$ cat src/rtl/seq_detect_pkg.sv
// Shared definitions for the serial pattern detector: default sizes and
// the controller state encoding.
package seq_detect_pkg;

    localparam int MAX_LEN_DEF = 8;
    localparam int CNT_W_DEF   = 8;

    typedef enum logic [1:0] {
        ST_IDLE  = 2'd0,
        ST_ARMED = 2'd1,
        ST_DONE  = 2'd2
    } state_e;

endpackage

$ cat src/rtl/seq_match_shift.sv
// History shift register, fill counter and length-masked comparator.
// hit_o is combinational and reflects the history as it will be after this
// edge, so the controller can register the match pulse on the same edge that
// samples the completing bit. MAX_LEN must be at least 2.
module seq_match_shift #(
    parameter int MAX_LEN = 8,
    parameter int LEN_W   = $clog2(MAX_LEN + 1)
) (
    input  logic               clk,
    input  logic               rstn,
    input  logic               clear_i,
    input  logic               shift_i,
    input  logic               bit_i,
    input  logic               overlap_i,
    input  logic [MAX_LEN-1:0] pattern_i,
    input  logic [LEN_W-1:0]   len_i,
    output logic               hit_o
);

    logic [MAX_LEN-1:0] hist_q, hist_d;
    logic [LEN_W-1:0]   fill_q, fill_d;
    logic [LEN_W-1:0]   fill_inc;
    logic [MAX_LEN-1:0] mask;

    // Compare only the low len bits of history against the pattern.
    always_comb begin
        mask = '0;
        for (int i = 0; i < MAX_LEN; i++) begin
            mask[i] = (i < int'(len_i));
        end
    end

    assign fill_inc = (fill_q >= LEN_W'(MAX_LEN)) ? fill_q : fill_q + LEN_W'(1);

    // Next history/fill and the hit decision on the updated history.
    always_comb begin
        hist_d = hist_q;
        fill_d = fill_q;
        hit_o  = 1'b0;
        if (clear_i) begin
            hist_d = '0;
            fill_d = '0;
        end else if (shift_i) begin
            hist_d = {hist_q[MAX_LEN-2:0], bit_i};
            fill_d = fill_inc;
            hit_o  = (fill_inc >= len_i) && (((hist_d ^ pattern_i) & mask) == '0);
            // Non-overlapping mode starts a fresh window after each match.
            if (hit_o && !overlap_i) begin
                fill_d = '0;
            end
        end
    end

    // History and fill registers.
    always_ff @(posedge clk) begin
        if (!rstn) begin
            hist_q <= '0;
            fill_q <= '0;
        end else begin
            hist_q <= hist_d;
            fill_q <= fill_d;
        end
    end

endmodule

$ cat src/rtl/seq_detect_ctrl.sv
// Serial pattern detector controller: configuration shadows, run FSM,
// saturating match counter and registered status outputs.
//
//   state    | meaning
//   ST_IDLE  | not running; config writes and start accepted
//   ST_ARMED | detecting; in_valid bits are shifted and compared
//   ST_DONE  | target match count reached; waits for start/abort
module seq_detect_ctrl
    import seq_detect_pkg::*;
#(
    parameter int MAX_LEN = MAX_LEN_DEF,
    parameter int CNT_W   = CNT_W_DEF,
    parameter int LEN_W   = $clog2(MAX_LEN + 1)
) (
    input  logic               clk,
    input  logic               rstn,
    input  logic               cfg_we,
    input  logic [MAX_LEN-1:0] cfg_pattern,
    input  logic [LEN_W-1:0]   cfg_len,
    input  logic               cfg_overlap,
    input  logic [CNT_W-1:0]   cfg_target,
    input  logic               start,
    input  logic               abort,
    input  logic               in_valid,
    input  logic               in_bit,
    output logic               busy,
    output logic               match,
    output logic [CNT_W-1:0]   match_cnt,
    output logic               done,
    output logic               cfg_err
);

    state_e             state_q, state_d;
    logic [MAX_LEN-1:0] pat_q, pat_d;
    logic [LEN_W-1:0]   len_q, len_d;
    logic               ovl_q, ovl_d;
    logic [CNT_W-1:0]   tgt_q, tgt_d;
    logic [CNT_W-1:0]   cnt_q, cnt_d;
    logic [CNT_W-1:0]   cnt_inc;
    logic               match_q, match_d;
    logic               err_q, err_d;
    logic               busy_q, done_q;
    logic               clear, shift, hit, start_ok;

    assign cnt_inc = (cnt_q == '1) ? cnt_q : cnt_q + CNT_W'(1);

    seq_match_shift #(
        .MAX_LEN (MAX_LEN),
        .LEN_W   (LEN_W)
    ) u_shift (
        .clk       (clk),
        .rstn      (rstn),
        .clear_i   (clear),
        .shift_i   (shift),
        .bit_i     (in_bit),
        .overlap_i (ovl_q),
        .pattern_i (pat_q),
        .len_i     (len_q),
        .hit_o     (hit)
    );

    // Next-state, config shadow and counter logic.
    always_comb begin
        state_d  = state_q;
        pat_d    = pat_q;
        len_d    = len_q;
        ovl_d    = ovl_q;
        tgt_d    = tgt_q;
        cnt_d    = cnt_q;
        match_d  = 1'b0;
        err_d    = 1'b0;
        clear    = 1'b0;
        shift    = 1'b0;
        start_ok = 1'b0;

        // Config written this cycle is what a simultaneous start is judged by.
        if (cfg_we) begin
            if (state_q == ST_ARMED) begin
                err_d = 1'b1;
            end else begin
                pat_d = cfg_pattern;
                len_d = cfg_len;
                ovl_d = cfg_overlap;
                tgt_d = cfg_target;
            end
        end
        start_ok = (len_d != '0) && (len_d <= LEN_W'(MAX_LEN));

        case (state_q)
            ST_ARMED: begin
                if (abort) begin
                    state_d = ST_IDLE;
                end else begin
                    shift = in_valid;
                    if (hit) begin
                        match_d = 1'b1;
                        cnt_d   = cnt_inc;
                        if ((tgt_q != '0) && (cnt_inc >= tgt_q)) begin
                            state_d = ST_DONE;
                        end
                    end
                end
            end
            default: begin
                if ((state_q == ST_DONE) && abort) begin
                    state_d = ST_IDLE;
                end else if (start) begin
                    if (start_ok) begin
                        state_d = ST_ARMED;
                        clear   = 1'b1;
                        cnt_d   = '0;
                    end else begin
                        err_d = 1'b1;
                    end
                end
            end
        endcase
    end

    // State, shadow config, counter and registered outputs.
    always_ff @(posedge clk) begin
        if (!rstn) begin
            state_q <= ST_IDLE;
            pat_q   <= '0;
            len_q   <= '0;
            ovl_q   <= 1'b0;
            tgt_q   <= '0;
            cnt_q   <= '0;
            match_q <= 1'b0;
            err_q   <= 1'b0;
            busy_q  <= 1'b0;
            done_q  <= 1'b0;
        end else begin
            state_q <= state_d;
            pat_q   <= pat_d;
            len_q   <= len_d;
            ovl_q   <= ovl_d;
            tgt_q   <= tgt_d;
            cnt_q   <= cnt_d;
            match_q <= match_d;
            err_q   <= err_d;
            busy_q  <= (state_d == ST_ARMED);
            done_q  <= (state_d == ST_DONE);
        end
    end

    assign busy      = busy_q;
    assign match     = match_q;
    assign match_cnt = cnt_q;
    assign done      = done_q;
    assign cfg_err   = err_q;

endmodule
$ cat config.mk
export PLATFORM = sky130hd
export DESIGN_NAME = seq_detect_ctrl
export DESIGN_NICKNAME = d
export VERILOG_FILES = /design/src/rtl/seq_detect_pkg.sv /design/src/rtl/seq_match_shift.sv /design/src/rtl/seq_detect_ctrl.sv
export SDC_FILE = /design/constraint.sdc
export NUM_CORES = 1
export LEC_CHECK = 0
export ABC_CLOCK_PERIOD_IN_PS = 3670
export BUFFER_PORTS_ARGS = -buffer_cell sky130_fd_sc_hd__buf_2
export CAP_MARGIN = 10
export CORE_MARGIN = 4
export CORE_UTILIZATION = 56
export DETAILED_ROUTE_END_ITERATION = 8
export PLACE_DENSITY = 0.75
export SLEW_MARGIN = 10
export SYNTH_ARGS = -nofsm -noshare
export SYNTH_HDL_FRONTEND = slang
export SYNTH_HIERARCHICAL = 1
export SYNTH_SLANG_ARGS = --single-unit
$ cat constraint.sdc
create_clock -name clk -period 3.67 [get_ports clk]
set_input_delay 0.1835 -clock clk [delete_from_list [all_inputs] [get_ports clk]]
set_output_delay 0.1835 -clock clk [all_outputs]
set_load 0.005 [all_outputs]
# --- Word-level counts from Yosys, hierarchy flattened ---
# Cells that the tools add are included.
totals:
  register_bits: 46
  in_bits: 28
  out_inout_bits: 12
  elab_cells: 86
op_classes:
  n_addsub: 2
  n_lt_le_gt_ge: 12
  n_eq_ne: 8
  n_mux: 33
  n_bitwise: 4
  n_reduce_logical: 15
op_table:
  columns: ["cell", "count"]
  rows:
  - ["$mux 8", 7]
  - ["$lt 3x4->1 const A", 4]
  - ["$mux 4", 4]
  - ["$mux 1", 15]
  - ["$mux 2", 7]
  - ["$add 8x1->8 const B", 1]
  - ["$and 8x8->8", 1]
  - ["$eq 8x8->1 const B", 1]
  - ["$ge 8x8->1", 1]
  - ["$logic_not 8->1", 1]
  - ["$lt 1x4->1 const A", 2]
  - ["$lt 2x4->1 const A", 2]
  - ["$reduce_bool 8->1", 1]
  - ["$xor 8x8->8", 1]
  - ["$ne 2x2->1 const B", 3]
  - ["$logic_and 1x1->1", 5]
  - ["$reduce_and 5->1", 1]
  - ["$add 4x1->4 const B", 1]
  - ["$eq 2x1->1 const B", 2]
  - ["$eq 2x2->1 const B", 2]
  - ["$ge 4x4->1", 1]
  - ["$ge 4x4->1 const B", 1]
  - ["$le 4x4->1 const B", 1]
  - ["$reduce_bool 2->1", 2]
  - ["6 further kinds", 7]

# --- Logic depth before layout (Yosys ltp) ---
# Gate-level depths: netlist of run 1.
depth:
  depth_word: 14
  depth_mapped: 12
  depth_no_buf: 12

# --- By module ---
# The synthesis of run 1 kept the hierarchy.
modules_own_cells:
  columns: ["mod", "instances", "cells_per_inst", "area_each_um2"]
  rows:
  - ["seq_detect_ctrl", 1, 216, 1756.7]
  - ["seq_match_shift", 1, 87, 785.8]

# --- Worst setup path before layout of run 1 ---
# Ideal clock, no wire load.
synth_path:
  path_kind: "register -> register"
  start: "reg u_shift.fill_q[0]"
  end: "reg done_q (netlist: done)"
  setup_time_ns: 0.086
  t_arrival_ns: 2.855
  required_ns: 3.584
  path_slack_ns: 0.728
  stages_incl_launch_ff: 12
  cell_sequence: "dfxtp_1 > inv_1 > ha_1 > mux2_2 > ha_1 > o21ai_0 > a221oi_2 > o2111ai_1 > nor3b_1 > o211ai_1 > or3b_2 > a221oi_2"
synth_between:
  elab_chain_len: 10
  word_cells_on_any_way: 11
  cone_classes: "add/sub (1); order compare (2); eq/ne (1); mux (6); reduce/logical (1)"
synth_lines:
  columns: ["item", "line_no", "text"]
  rows:
  - ["from (decl)", "seq_match_shift.sv:21", "logic [LEN_W-1:0] fill_q, fill_d;"]
  - ["from (signal assigned)", "seq_match_shift.sv:61", "fill_q <= fill_d;"]
  - ["$add 4x1->4 or $ge 4x4->1 (tied branches)", "seq_match_shift.sv:33", "assign fill_inc = (fill_q >= LEN_W'(MAX_LEN)) ? fill_q : fill_q + LEN_W'(1);"]
  - ["$mux 4 *", "seq_match_shift.sv:33", null]
  - ["$ge 4x4->1 *", "seq_match_shift.sv:46", "hit_o = (fill_inc >= len_i) && (((hist_d ^ pattern_i) & mask) == '0);"]
  - ["$logic_and 1x1->1 *", "seq_match_shift.sv:46", null]
  - ["$mux 1 *", "seq_match_shift.sv:43", "end else if (shift_i) begin"]
  - ["$mux 1 *", "seq_match_shift.sv:40", "if (clear_i) begin"]
  - ["net hit", "seq_detect_ctrl.sv:43", "logic clear, shift, hit, start_ok;"]
  - ["$mux 2 *", "seq_detect_ctrl.sv:95", "if (hit) begin"]
  - ["$mux 2 *", "seq_detect_ctrl.sv:91", "if (abort) begin"]
  - ["$mux 2 *", "seq_detect_ctrl.sv:89", "case (state_q)"]
  - ["$eq 2x2->1 *", "seq_detect_ctrl.sv:143", "done_q <= (state_d == ST_DONE);"]
  - ["to (signal assigned)", "seq_detect_ctrl.sv:143", null]
  - ["to (decl)", "seq_detect_ctrl.sv:42", "logic busy_q, done_q;"]
# The timed path passes the listed nets; every way through them passes the cells marked *.
# A chain may end at the register's enable or synchronous reset.

# --- Worst setup path in the final report of run 1 ---
# Ends and elaborated chain as after synthesis.

==> results of run 1 <==
## per-stage QoR
| step | std cells | hold WS [ns] |
|---|---|---|
| 2_1_floorplan | 303 | 0.319 |
| 3_5_place_dp | 383 | 0.429 |
| 4_1_cts | 391 | 0.110 |
| 5_1_grt | 391 | 0.107 |
| 6_report | 391 | 0.118 |
| 3_3_place_gp | 383 | 0.425 |
## path summary, 6_finish.rpt
kind              end  slack (ns)
max              done        0.37
min          pat_q[5]        0.12
max reg2reg      done        0.37
min reg2reg  pat_q[5]        0.48
## state kept, by name, indices dropped and copies added (netlist names)
register / flops
match_cnt: 8
pat_q: 8
tgt_q: 8
len_q: 4
ovl_q: 1
done: 1
match: 1
busy: 1
state_q: 2
u_shift/hist_q: 7
u_shift/fill_q: 4
cfg_err: 1
## power by group through the flow
stage | Combinational (mW) | Sequential (mW) | Clock, mW
2_1_floorplan | 0.102 | 0.545 | 0
3_3_place_gp | 0.135 | 0.551 | 0
3_5_place_dp | 0.137 | 0.552 | 0
4_1_cts | 0.138 | 0.540 | 0.328
5_1_grt | 0.156 | 0.544 | 0.352
6_report | 0.137 | 0.540 | 0.319
## layout make-up
cell class              instances  area (um^2)
flip-flops and latches         46          921
clock inverters                 2         12.5
clock buffers                   6         82.6
fillers                       398         1530
multi-input cells             228         1500
well taps                      52         65.1
repair buffers                 40          203
inverters                      17         63.8
## Yosys cell counts (7+ instances only)
master and n:
sky130_fd_sc_hd__nand2_1 53, sky130_fd_sc_hd__dfxtp_1 46, sky130_fd_sc_hd__a21oi_1 30, sky130_fd_sc_hd__nor2_1 20
sky130_fd_sc_hd__inv_1 17, sky130_fd_sc_hd__ha_1 15, sky130_fd_sc_hd__clkbuf_1 9, sky130_fd_sc_hd__mux2i_1 8
sky130_fd_sc_hd__nand3_1 8, sky130_fd_sc_hd__xnor2_1 8, sky130_fd_sc_hd__xor2_1 7
## worst max-delay path, delay by kind of cell (launching register included)
family	cells	cell delay (ns)
AOI/OAI and AO/OA	5	0.99
adders and majority gates	2	0.55
DFF	1	0.44
and+or+nand+nor	2	0.89
muxes	1	0.27
buffers and inverters	1	0.07
## per-layer routing
metal	global-route usage [%]	up-vias	part of all wire, %
met2	28.9	71	41
li1	-	1141	-
met5	0	-	0
met3	4.49	6	6.9
met4	5.24	0	1.0
met1	28.8	994	51
## kinds of logic after synthesis
group / count (synthesis)
simple gates: 120
compound gates: 68
flops: 46
buf+inv: 29
xor+xnor: 15
fa+ha+maj: 15
mux: 10
==> flow_summary.ini, run 1 <==
[outcome]
run_status = complete, no violations

[global_route]
grt_first_pass_wirelength_mm = 8.77
globalRouteOverflowTotal = 0
grt_max_degree = 25
grt_util_overall_pct = 19.6
antenna_found_initial = 0
first_global_vias = 1893

[finish]
fin_util_pct = 65.0
area_growth_pct = 12.2
design_area_um2 = 2850
layout.cells.most_common = sky130_fd_sc_hd__nand2_1
drive_above_1_share_pct = 19.2
finish.net_count = 381
layout.cells.most_common_list = 53 x sky130_fd_sc_hd__nand2_1, 46 x sky130_fd_sc_hd__dfxtp_1, 39 x sky130_fd_sc_hd__buf_2
antenna-diode-count = 0

[sta]
setup_skew_ns = 0.0128
worst_pin_slew_ns = 0.753
fraction_of_the_cycle_the_final_worst_path_needs_pct = 89.9
final_hold_viol_count = 0
max_clock_freq_mhz = 303
fin_tns_setup_ns = 0
rsz0062_at_grt = false
final_period_minus_worst_setup_slack_ns = 3.30
slew-limit-headroom_pct = 49.7
finalWorstSetupSlack_ns = 0.371
setup_viol = 0
timing.final.max_slew_violations = 0

[synthesis]
synth_area_um2 = 2540
synth-warning-count = 6
post_synth.cell_area_avg_um2 = 8.39
synth.net_count = 346
post_synth_xor_area_fraction_pct = 5.17
cell_taking_the_most_area_after_synthesis = sky130_fd_sc_hd__dfxtp_1
synth_enable_flop_cells = 0
syn-instance-count = 303
synthTopCellsByArea = sky130_fd_sc_hd__dfxtp_1 36%, sky130_fd_sc_hd__nand2_1 7.8%, sky130_fd_sc_hd__ha_1 7.4%
yosys.cell_types.count = 57
netlist.area_leader.share_pct = 36.2
synth_top_family_by_area = simple AND/OR/NAND/NOR gates
yosys.area_share.simple_pct = 24.3
synth.ff_latch_count = 46
yosys.area_share.adder_pct = 7.38
yosys_most_used_dff = sky130_fd_sc_hd__dfxtp_1
synth_mux_area_share_pct = 4.04
ys_seq_area_share_pct = 36.2
synth-async-reset-ratio_pct = 0
synth_compound_area_share_pct = 18.3

[power_and_ir_drop]
seq_power_share_pct = 54.2
worst_voltage_drop_across_the_vdd_grid_mv = 0.229
total_power_mw = 0.997
leakagePower_nw = 1.18
power.share.clock_pct = 32.0
cellInternalPower_mw = 0.728
switching_component_of_the_power_mw = 0.269
p_sw_share_pct = 27.0
power_dens_cells_nw_per_um2 = 350
comb_power_share_pct = 13.8

[critical_path]
cpPeakStageDelay_ns = 0.49
category_of_the_worst_setup_path_capture_point = register
worst_path_max_delay_cell = sky130_fd_sc_hd__or3b_2
worstSetupStartpoint = u_shift/fill_q[0]
timing.critical_path.arrival_ns = 3.50
worst_ep_required_time_ns = 3.87
timing_worst_setup_path_type = reg2reg
reg2reg_depth = 11
critical_path.reg2reg.startpoint = u_shift/fill_q[0]
setup.worst_path.start_class = register
path_cells = inv_1 -> ha_1 -> mux2_2 -> ha_1 -> o21ai_0 -> a221oi_2 -> o2111ai_1 -> nor3b_1 -> o211ai_1 -> or3b_2 -> a221oi_2
worst-path-max-fanout = 5

[clock_tree]
cts_tree = done
clkSlewWorstSetupHoldPaths_ns = 0.08
cts-buffers-inserted = 5
holdBufCountCts = 0
post_cts.resized_instances = 0
root_buffer = sky130_fd_sc_hd__clkbuf_8
htree_levels = 2
postCtsSetupRepairBufs = 0
clock_net_sink_count = 46
cts.path.max_buffers = 2
insertion_delay_ns = 0.30

[route]
avgViaCountPerCell = 5.66
drt_pass1_iterations = 4
drt_drc_violations_left = 0
vias = 2212
wirelength_mm = 5.32
detail_route.iter0.violations = 226
wl_per_cell_um = 13.6
drt.antenna.violating_nets = 0

[floorplanning]
die_height_um = 75.4
initial_utilization_pct = 58.0
dieWidth_um = 75.4
rows = 24
core_um2 = 4380
boundaryPins = 40
die_area_um2 = 5680

[min_path]
hold_start = cfg_pattern[5]
hold-path-cell-count = 3
hold_path_class = in2reg

[placement]
detailedPlacementHpwl_mm = 3.99
port_buffers = 39
post-place-ws_ns = 0.412
weighted_congestion_at_the_end_of_routability_driven_global_placement = 0.903
standard_cell_area_after_detailed_placement_um2 = 2760

[job]
maxCapViolations = 0
(Power assumes the default switching activity.)
==> run 2, diff against run 1 <==
--- a/config.mk
+++ b/config.mk
@@ -9,9 +9,10 @@
 export BUFFER_PORTS_ARGS = -buffer_cell sky130_fd_sc_hd__buf_2
 export CAP_MARGIN = 10
 export CORE_MARGIN = 4
-export CORE_UTILIZATION = 56
+export CORE_UTILIZATION = 59
+export CTS_BUF_LIST = sky130_fd_sc_hd__clkbuf_2
 export DETAILED_ROUTE_END_ITERATION = 8
-export PLACE_DENSITY = 0.75
+export PLACE_DENSITY = 0.79
 export SLEW_MARGIN = 10
 export SYNTH_ARGS = -nofsm -noshare
 export SYNTH_HDL_FRONTEND = slang
==> run 2 against run 1 <==
  * Register-to-register slack better by 0.02 ns
  * Sequential power hardly changed
  * Highest routed layer unchanged
  * Fmax is 0.55% higher
  * Design area is 6.4% higher
  * Cell count is 5.4% higher
  * Critical endpoint unchanged
==> flow_summary.ini, run 2 (synthesis results as in run 1) <==
[power_and_ir_drop]
power_dens_cells_nw_per_um2 = 308
switching_component_of_the_power_mw = 0.288
cellInternalPower_mw = 0.646
total_power_mw = 0.934
seq_power_share_pct = 58.1
comb_power_share_pct = 17.1
power.share.clock_pct = 24.8
worst_voltage_drop_across_the_vdd_grid_mv = 0.260
p_sw_share_pct = 30.9
leakagePower_nw = 1.26

[critical_path]
cpPeakStageDelay_ns = 0.49
category_of_the_worst_setup_path_capture_point = register
worst_ep_required_time_ns = 4.04
timing_worst_setup_path_type = reg2reg
timing.critical_path.arrival_ns = 3.65
worst-path-max-fanout = 5
path_cells = inv_1 -> ha_1 -> mux2_2 -> ha_1 -> o21ai_0 -> a221oi_2 -> o2111ai_1 -> nor3b_1 -> o211ai_1 -> or3b_2 -> a221oi_2
worst_path_max_delay_cell = sky130_fd_sc_hd__dfxtp_1
setup.worst_path.start_class = register
reg2reg_depth = 11

[global_route]
first_global_vias = 2183
grt_max_degree = 25
antenna_found_initial = 0
grt_first_pass_wirelength_mm = 10.1
grt_util_overall_pct = 24.0
globalRouteOverflowTotal = 0

[finish]
area.sequential_um2 = 921
fin_util_pct = 74.2
area_growth_pct = 19.3
finish.net_count = 404
antenna-diode-count = 0
layout.cells.most_common = sky130_fd_sc_hd__nand2_1
layout.cells.most_common_list = 53 x sky130_fd_sc_hd__nand2_1, 46 x sky130_fd_sc_hd__dfxtp_1, 39 x sky130_fd_sc_hd__buf_2
n_fill_cell = 300
multi_input_logic_area_um2 = 1500
design_area_um2 = 3030
drive_above_1_share_pct = 18.0
layout.cells.non_filler = 412

[sta]
setup_skew_ns = 0.0205
final_hold_viol_count = 0
slew-limit-headroom_pct = 48.5
worst_pin_slew_ns = 0.771
rsz0062_at_grt = false
timing.final.max_slew_violations = 0
setup_viol = 0
max_clock_freq_mhz = 305
fin_tns_setup_ns = 0
final_period_minus_worst_setup_slack_ns = 3.28
fraction_of_the_cycle_the_final_worst_path_needs_pct = 89.4

[clock_tree]
root_buffer = sky130_fd_sc_hd__clkbuf_2
insertion_delay_ns = 0.44
htree_levels = 2
cts_tree = done
cts-buffers-inserted = 5
clock_net_sink_count = 46
cts.path.max_buffers = 2
clkSlewWorstSetupHoldPaths_ns = 0.26

[route]
highest_layer = met4
met2_wirelength_mm = 2.80
drt.antenna.violating_nets = 0
avgViaCountPerCell = 5.58
wl_per_cell_um = 14.5
drt_drc_violations_left = 0
wirelength_mm = 5.99
drt_pass1_iterations = 4
detail_route.iter0.violations = 173
wl_met3_um = 341
detail_route.wirelength.met1_mm = 2.80
vias = 2300

[floorplanning]
die_height_um = 73.6
die_area_um2 = 5420
rows = 23
initial_utilization_pct = 62.2
boundaryPins = 40
core_um2 = 4090
dieWidth_um = 73.6

[placement]
detailedPlacementHpwl_mm = 4.10
port_buffers = 39
standard_cell_area_after_detailed_placement_um2 = 2750
weighted_congestion_at_the_end_of_routability_driven_global_placement = 0.848
placed_cells_incl_taps = 381

[job]
maxCapViolations = 0

[outcome]
run_status = complete, no violations

[min_path]
hold-path-cell-count = 3
hold_path_class = in2reg
run 2: cell count changes in the layout (fill, tap and decap cells not counted):
cell	delta
sky130_fd_sc_hd__dlygate4sd3_1	+23
sky130_fd_sc_hd__clkbuf_8	-6
sky130_fd_sc_hd__clkbuf_2	+5
sky130_fd_sc_hd__clkinv_2	-1
sky130_fd_sc_hd__clkinv_4	+1
sky130_fd_sc_hd__inv_6	+1
run 2: metal layers:
metal  global-route usage (%)  vias to the layer above
met5                        0                        -
met4                     5.63                        0
met3                     4.65                        7
met2                     38.1                       70
met1                     33.7                     1040
li1                         -                     1183
run 2: what timing repair did:
item,in CTS,in global routing
gates resized for setup,0,0
hold buffers,22,1
setup buffers,0,0
endpoints found under the hold margin,22,1
run 2: area by class of cell:
cell class / count / share of cell area, %
clock inverter: 3 / 0.825
multi-input combinational: 228 / 49.6
tap: 50 / 2.06
sequential: 46 / 30.4
timing repair buffer: 63 / 14.3
clock buffer: 5 / 0.825
inverter: 17 / 2.10
run 2: power groups by stage:
stage	Clock, mW	Sequential (mW)	Combinational (mW)
after floorplan	0	0.545	0.102
after global placement	0	0.551	0.136
after detailed placement	0	0.552	0.138
after CTS	0.236	0.542	0.156
after global routing	0.257	0.546	0.179
final	0.232	0.543	0.159
run 2: critical path, delay by kind of cell (launching register included):
kind	cells	cell delay, ns
adders and majority gates	2	0.57
muxes	1	0.28
buffers and inverters	1	0.07
DFF	1	0.49
AOI/OAI and AO/OA	5	0.95
and+or+nand+nor	2	0.85
run 2: worst paths after layout:
check                         start         end  slack (ns)
setup / recovery  u_shift/fill_q[0]        done        0.39
hold reg to reg            pat_q[3]    pat_q[3]        0.50
hold / removal                start  state_q[1]        0.06
setup reg to reg  u_shift/fill_q[0]        done        0.39
run 2: metrics by stage:
| step | hold slack, ns | setup slack (ns) |
|---|---|---|
| floorplan | 0.319 | 0.728 |
| CTS | 0.0146 | 0.387 |
| finish | 0.0617 | 0.389 |
| global route | 0.0502 | 0.122 |
| global placement | 0.423 | 0.610 |
| detailed placement | 0.430 | 0.466 |
